**src/rtl/uart_frame_parser.sv**
```systemverilog
// uart_frame_parser: frames UART bytes as SYNC ADDR LEN PAYLOAD CSUM,
// buffers and XOR-checks the payload, then replays it on a valid/ready
// byte stream tagged with the frame address.
//
// Ports:
//   clk, reset            clock, async active-high reset
//   rx_data/rx_done       byte and one-cycle strobe from the UART receiver
//   rx_parity_err         parity flag qualifying the rx_done byte
//   m_data/m_addr/m_last  payload byte, frame address, last-byte marker
//   m_valid/m_ready       output handshake
//   busy                  parser is not idle
//   frame_ok, err_*       one-cycle result / error pulses
module uart_frame_parser #(
  parameter int         MAX_LEN      = 16,
  parameter logic [7:0] SYNC_BYTE    = 8'hA5,
  parameter int         TIMEOUT_CLKS = 2000
) (
  input  logic       clk,
  input  logic       reset,
  input  logic [7:0] rx_data,
  input  logic       rx_done,
  input  logic       rx_parity_err,
  output logic [7:0] m_data,
  output logic [7:0] m_addr,
  output logic       m_valid,
  output logic       m_last,
  input  logic       m_ready,
  output logic       busy,
  output logic       frame_ok,
  output logic       err_checksum,
  output logic       err_parity,
  output logic       err_len,
  output logic       err_timeout,
  output logic       err_overrun
);

  localparam int IW =
    (MAX_LEN > 1) ? $clog2(MAX_LEN) : 1;
  localparam int TW =
    (TIMEOUT_CLKS > 1) ? $clog2(TIMEOUT_CLKS) : 1;
  localparam bit TO_EN = (TIMEOUT_CLKS > 0);
  localparam logic [7:0] MAX_LEN_B = 8'(MAX_LEN);
  localparam logic [TW-1:0] GAP_LAST =
    TO_EN ? TW'(TIMEOUT_CLKS - 1) : '0;

  typedef enum logic [2:0] {
    S_IDLE,
    S_ADDR,
    S_LEN,
    S_PAYLOAD,
    S_CSUM,
    S_OUTPUT
  } state_t;

  state_t        state_q, state_d;
  logic [7:0]    addr_q, addr_d;
  logic [7:0]    len_q, len_d;
  logic [7:0]    chk_q, chk_d;
  logic [7:0]    wr_ptr_q, wr_ptr_d;
  logic [7:0]    rd_ptr_q, rd_ptr_d;
  logic [TW-1:0] gap_q, gap_d;
  logic          frame_ok_q, frame_ok_d;
  logic          err_checksum_q, err_checksum_d;
  logic          err_parity_q, err_parity_d;
  logic          err_len_q, err_len_d;
  logic          err_timeout_q, err_timeout_d;
  logic          err_overrun_q, err_overrun_d;

  logic [7:0] mem [MAX_LEN];
  logic       mem_we;
  logic       in_frame;
  logic       good_byte;
  logic       len_ok;
  logic       out_last;

  assign in_frame  = (state_q == S_ADDR) ||
                     (state_q == S_LEN) ||
                     (state_q == S_PAYLOAD) ||
                     (state_q == S_CSUM);
  assign good_byte = rx_done && !rx_parity_err;
  assign len_ok    = (rx_data != 8'd0) &&
                     (rx_data <= MAX_LEN_B);
  assign out_last  = (rd_ptr_q == len_q - 8'd1);

  always_comb begin
    state_d        = state_q;
    addr_d         = addr_q;
    len_d          = len_q;
    chk_d          = chk_q;
    wr_ptr_d       = wr_ptr_q;
    rd_ptr_d       = rd_ptr_q;
    frame_ok_d     = 1'b0;
    err_checksum_d = 1'b0;
    err_parity_d   = 1'b0;
    err_len_d      = 1'b0;
    err_timeout_d  = 1'b0;
    err_overrun_d  = 1'b0;
    mem_we         = 1'b0;

    // Gap counter only runs between bytes of a frame in progress.
    if (rx_done || !in_frame || !TO_EN) begin
      gap_d = '0;
    end else begin
      gap_d = gap_q + 1'b1;
    end

    unique case (state_q)
      S_IDLE: begin
        if (good_byte && rx_data == SYNC_BYTE) begin
          state_d = S_ADDR;
        end
      end
      S_ADDR: begin
        if (good_byte) begin
          addr_d  = rx_data;
          chk_d   = rx_data;
          state_d = S_LEN;
        end
      end
      S_LEN: begin
        if (good_byte) begin
          if (len_ok) begin
            len_d    = rx_data;
            chk_d    = chk_q ^ rx_data;
            wr_ptr_d = 8'd0;
            state_d  = S_PAYLOAD;
          end else begin
            err_len_d = 1'b1;
            state_d   = S_IDLE;
          end
        end
      end
      S_PAYLOAD: begin
        if (good_byte) begin
          mem_we   = 1'b1;
          chk_d    = chk_q ^ rx_data;
          wr_ptr_d = wr_ptr_q + 8'd1;
          if (wr_ptr_q == len_q - 8'd1) begin
            state_d = S_CSUM;
          end
        end
      end
      S_CSUM: begin
        if (good_byte) begin
          if (rx_data == chk_q) begin
            frame_ok_d = 1'b1;
            rd_ptr_d   = 8'd0;
            state_d    = S_OUTPUT;
          end else begin
            err_checksum_d = 1'b1;
            state_d        = S_IDLE;
          end
        end
      end
      S_OUTPUT: begin
        // Input bytes cannot be buffered while replaying.
        if (rx_done) begin
          err_overrun_d = 1'b1;
        end
        if (m_ready) begin
          if (out_last) begin
            state_d = S_IDLE;
          end else begin
            rd_ptr_d = rd_ptr_q + 8'd1;
          end
        end
      end
      default: begin
        state_d = S_IDLE;
      end
    endcase

    // Parity outranks length/checksum verdicts on the same byte.
    if (in_frame && rx_done && rx_parity_err) begin
      err_parity_d = 1'b1;
      state_d      = S_IDLE;
    end

    // A byte on the expiry cycle wins over the timeout.
    if (TO_EN && in_frame && !rx_done &&
        gap_q == GAP_LAST) begin
      err_timeout_d = 1'b1;
      state_d       = S_IDLE;
    end
  end

  always_ff @(posedge clk or posedge reset) begin
    if (reset) begin
      state_q        <= S_IDLE;
      addr_q         <= 8'd0;
      len_q          <= 8'd0;
      chk_q          <= 8'd0;
      wr_ptr_q       <= 8'd0;
      rd_ptr_q       <= 8'd0;
      gap_q          <= '0;
      frame_ok_q     <= 1'b0;
      err_checksum_q <= 1'b0;
      err_parity_q   <= 1'b0;
      err_len_q      <= 1'b0;
      err_timeout_q  <= 1'b0;
      err_overrun_q  <= 1'b0;
    end else begin
      state_q        <= state_d;
      addr_q         <= addr_d;
      len_q          <= len_d;
      chk_q          <= chk_d;
      wr_ptr_q       <= wr_ptr_d;
      rd_ptr_q       <= rd_ptr_d;
      gap_q          <= gap_d;
      frame_ok_q     <= frame_ok_d;
      err_checksum_q <= err_checksum_d;
      err_parity_q   <= err_parity_d;
      err_len_q      <= err_len_d;
      err_timeout_q  <= err_timeout_d;
      err_overrun_q  <= err_overrun_d;
    end
  end

  // Payload storage needs no reset.
  always_ff @(posedge clk) begin
    if (mem_we) begin
      mem[wr_ptr_q[IW-1:0]] <= rx_data;
    end
  end

  // Outputs derive from the state register so that
  // an async reset drops m_valid at once.
  assign busy         = (state_q != S_IDLE);
  assign m_valid      = (state_q == S_OUTPUT);
  assign m_last       = m_valid && out_last;
  assign m_data       = m_valid ?
                        mem[rd_ptr_q[IW-1:0]] : 8'd0;
  assign m_addr       = addr_q;
  assign frame_ok     = frame_ok_q;
  assign err_checksum = err_checksum_q;
  assign err_parity   = err_parity_q;
  assign err_len      = err_len_q;
  assign err_timeout  = err_timeout_q;
  assign err_overrun  = err_overrun_q;

endmodule

```
**config.mk**
```make
export PLATFORM = sky130hd
export DESIGN_NAME = uart_frame_parser
export DESIGN_NICKNAME = d
export VERILOG_FILES = /design/src/rtl/uart_frame_parser.sv
export SDC_FILE = /design/constraint.sdc
export NUM_CORES = 1
export LEC_CHECK = 0
export ABC_AREA = 1
export CAP_MARGIN = 10
export CORE_MARGIN = 2
export CORE_UTILIZATION = 65
export CTS_CLUSTER_SIZE = 16
export DETAILED_ROUTE_END_ITERATION = 16
export PLACE_DENSITY = 0.82
export SLEW_MARGIN = 20
export SYNTH_ARGS = -nofsm -noshare
export SYNTH_HDL_FRONTEND = slang
export SYNTH_SLANG_ARGS = --single-unit
```
**constraint.sdc**
```tcl
create_clock -name clk -period 5.35 [get_ports clk]
set_input_delay 0.8025 -clock clk [delete_from_list [all_inputs] [get_ports clk]]
set_output_delay 0.8025 -clock clk [all_outputs]
set_load 0.01 [all_outputs]
```
==> metrics.cfg <==
[global_routing]
grt_max_degree=68
grt_pass1_vias=6329
overflow=0
grt_usage_pct=29.64
antenna_found_initial=0
grt_first_pass_wirelength_um=32270

[critical_path]
critPathKind=reg -> out
r2r_slack_ns=2.12
critPathTopFamily=buffers and inverters
slowest_delay_ns=0.93
crit_path_end_kind=primary output
cp.required_ns=4.55
crit_chain=inv_1 > o21ai_0 > o221ai_1 > o211ai_1 > a31oi_1 > clkdlybuf4s50_1
start_kind=register
slowest_stage=inv_1
crit_arrival_ns=3.63
critPathBufInv=2
worstPathMaxFanout=35

[timing]
fin_crit_ns=4.435
worst_pin_slew_ns=1.143
setup_viol=0
relSlewSlack_pct=23.50
fin_hold_ws_ns=0.4757
drv_slew=0
fin_setup_tns_ns=0
rsz0062_at_grt=no
hold_violations=0
fmax_ghz=0.2255
fin_crit_sh_pct=82.89
skew_ns=0.01058

[layout]
diodes=0
final_common_cell=nor2_1
fin_cells=1059
mostFrequentLayoutCells=nor2_1 (130), edfxtp_1 (128), nand2_1 (122)
layout-drive-gt1-share_pct=10.31
syn_to_final_growth_pct=12.49
nets=890
fillCellCount=835

[cts]
path_clk_slew_ns=0.08
cts-resized-gates=0
clockBufferDepth=2
post-cts-setup-buffers=0
cts-buffers-inserted=17
cts_tree=built
numClockSinks=188
h-tree-depth=4
clock_latency_ns=0.43
cts_root_buf=clkbuf_16
cts_hold_buf=0

[yosys]
synth.avg_cell_area_sq_um=10.30
syn_area_sq_um=8638
ys_types=43
ys_seq_elements=188
yosys_warnings=0
syn-num-nets=859
synthCells=839
seq_area_frac_synth_pct=61.88

[floorplanning]
die_y_um=119.3
die_area_sq_um=14230
rows=42
die_w_um=119.3
core_sq_um=13090
io_pins=38
start_util_pct=66.02

[place]
port_buffers=37
post-dp-hpwl_um=12820
gp_congestion=0.9005
dp.cells=1027

[route]
ant_nets=0
wl_um=20220
drt_iter0_markers=895
vias=6586
drc_errors=0
dr.pass1.iters=6
viasPerCell=6.219
wl_per_cell_um=19.09

[power]
p_leak_nw=3.646
p_per_area_nw_per_um2=462.0
p_seq_share_pct=41.8
p_sw_share_pct=37.46
switching_power_mw=1.682
intPower_mw=2.808
pwr-share-comb_pct=30.6
ir_drop_mv=0.3641
p_clk_share_pct=27.6

[worst_hold_path]
hp-class=reg -> reg

[run_status]
status=finished clean

[flow_run]
cap_viol_max_count=0

## layout make-up
class,instances,area (sq um),area share [%]
flip-flops and latches,188,5345,55.01
multi-input cells,552,2897,29.81
clock buffers,17,425.4,4.378
repair buffers,41,400.4,4.121
inverters,70,265.3,2.730
well taps,176,220.2,2.266
clock inverters,15,163.9,1.687
## synth_stat cells, drive strengths merged
| library cell | n | area, sq um |
|---|---|---|
| nor4 | 5 | 52.55 |
| nor3b | 3 | 22.52 |
| o21ai | 97 | 508.0 |
| o31ai | 1 | 7.510 |
| clkbuf | 20 | 75.07 |
| nand3 | 53 | 317.8 |
| o22ai | 19 | 118.9 |
| xor2 | 14 | 122.6 |
| a21oi | 15 | 82.58 |
| o21bai | 1 | 7.510 |
| o21a | 9 | 67.56 |
| nand2 | 128 | 495.5 |
| ha | 7 | 87.58 |
| buf | 9 | 56.30 |
| edfxtp | 128 | 3844 |
| nor2 | 144 | 615.6 |
| or2 | 2 | 12.52 |
| and3 | 1 | 6.260 |
| nor3 | 12 | 60.06 |
| inv | 68 | 257.8 |
| nand4 | 6 | 43.79 |
| o221ai | 13 | 113.9 |
| nand3b | 2 | 15.01 |
| clkinv | 2 | 7.510 |
| dfrtp | 60 | 1501 |
| a31oi | 9 | 56.30 |
| o211ai | 11 | 82.58 |
## cells by family (layout without fill, tap and decap cells)
group	Yosys count	count (layout)	share of synthesized area [%]
xor+xnor	14	14	1.419
buf+inv	99	143	4.592
fa+ha+maj	7	7	1.014
compound gates	175	175	12.09
flops	188	188	61.88
simple gates	356	356	19.00
## flip-flops by register name, indices dropped and copies added (netlist names), 3 cells and up
signal	flops
m_addr	8
mem	128
state_q	3
chk_q	8
wr_ptr_q	8
len_q	8
rd_ptr_q	8
gap_q	11
## power by group through the flow
stage / Combinational [mW] / Sequential [mW] / Clock, mW
after floorplan: 0.962 / 1.85 / 0
after global placement: 1.27 / 1.89 / 0
after detailed placement: 1.33 / 1.90 / 0
after CTS: 1.35 / 1.87 / 1.24
after global routing: 1.51 / 1.89 / 1.30
final: 1.37 / 1.88 / 1.24
## metrics by stage
| stage | setup WS [ns] | power (mW) | instance area [sq um] | util [%] |
|---|---|---|---|---|
| 6_report | 0.9155 | 4.490 | 9717 | 74.26 |
| 5_1_grt | 0.7932 | 4.704 | 9717 | 74.26 |
| 4_1_cts | 0.9953 | 4.464 | 9717 | 74.26 |
| 3_5_place_dp | 1.442 | 3.227 | 9128 | 69.76 |
| 3_3_place_gp | 1.585 | 3.163 | 9128 | 69.76 |
| 2_1_floorplan | 3.006 | 2.815 | 8638 | - |
## final timing paths
kind / startpoint / to / depth (start not counted)
worst min register to register: gap_q[0] / gap_q[0] / 1
worst max register to register: rd_ptr_q[1] / rd_ptr_q[7] / 7
max in group asynchronous: reset / chk_q[7] / 3
min in group asynchronous: reset / len_q[7] / 3
worst max-delay path: rd_ptr_q[1] / m_data[3] / 6
worst min-delay path: gap_q[0] / gap_q[0] / 1
## routing by layer
metal / up-vias / share of wire, % / routed length (um) / GRT usage, %
met2: 434 / 48 / 9786 / 47.95
met3: 54 / 11 / 2274 / 6.418
met1: 3111 / 38 / 7686 / 40.44
li1: 2987 / - / - / -
met4: 0 / 2.3 / 469 / 9.747
met5: - / 0 / 0 / 0
No activity file was read; power rests on OpenSTA's default activity.
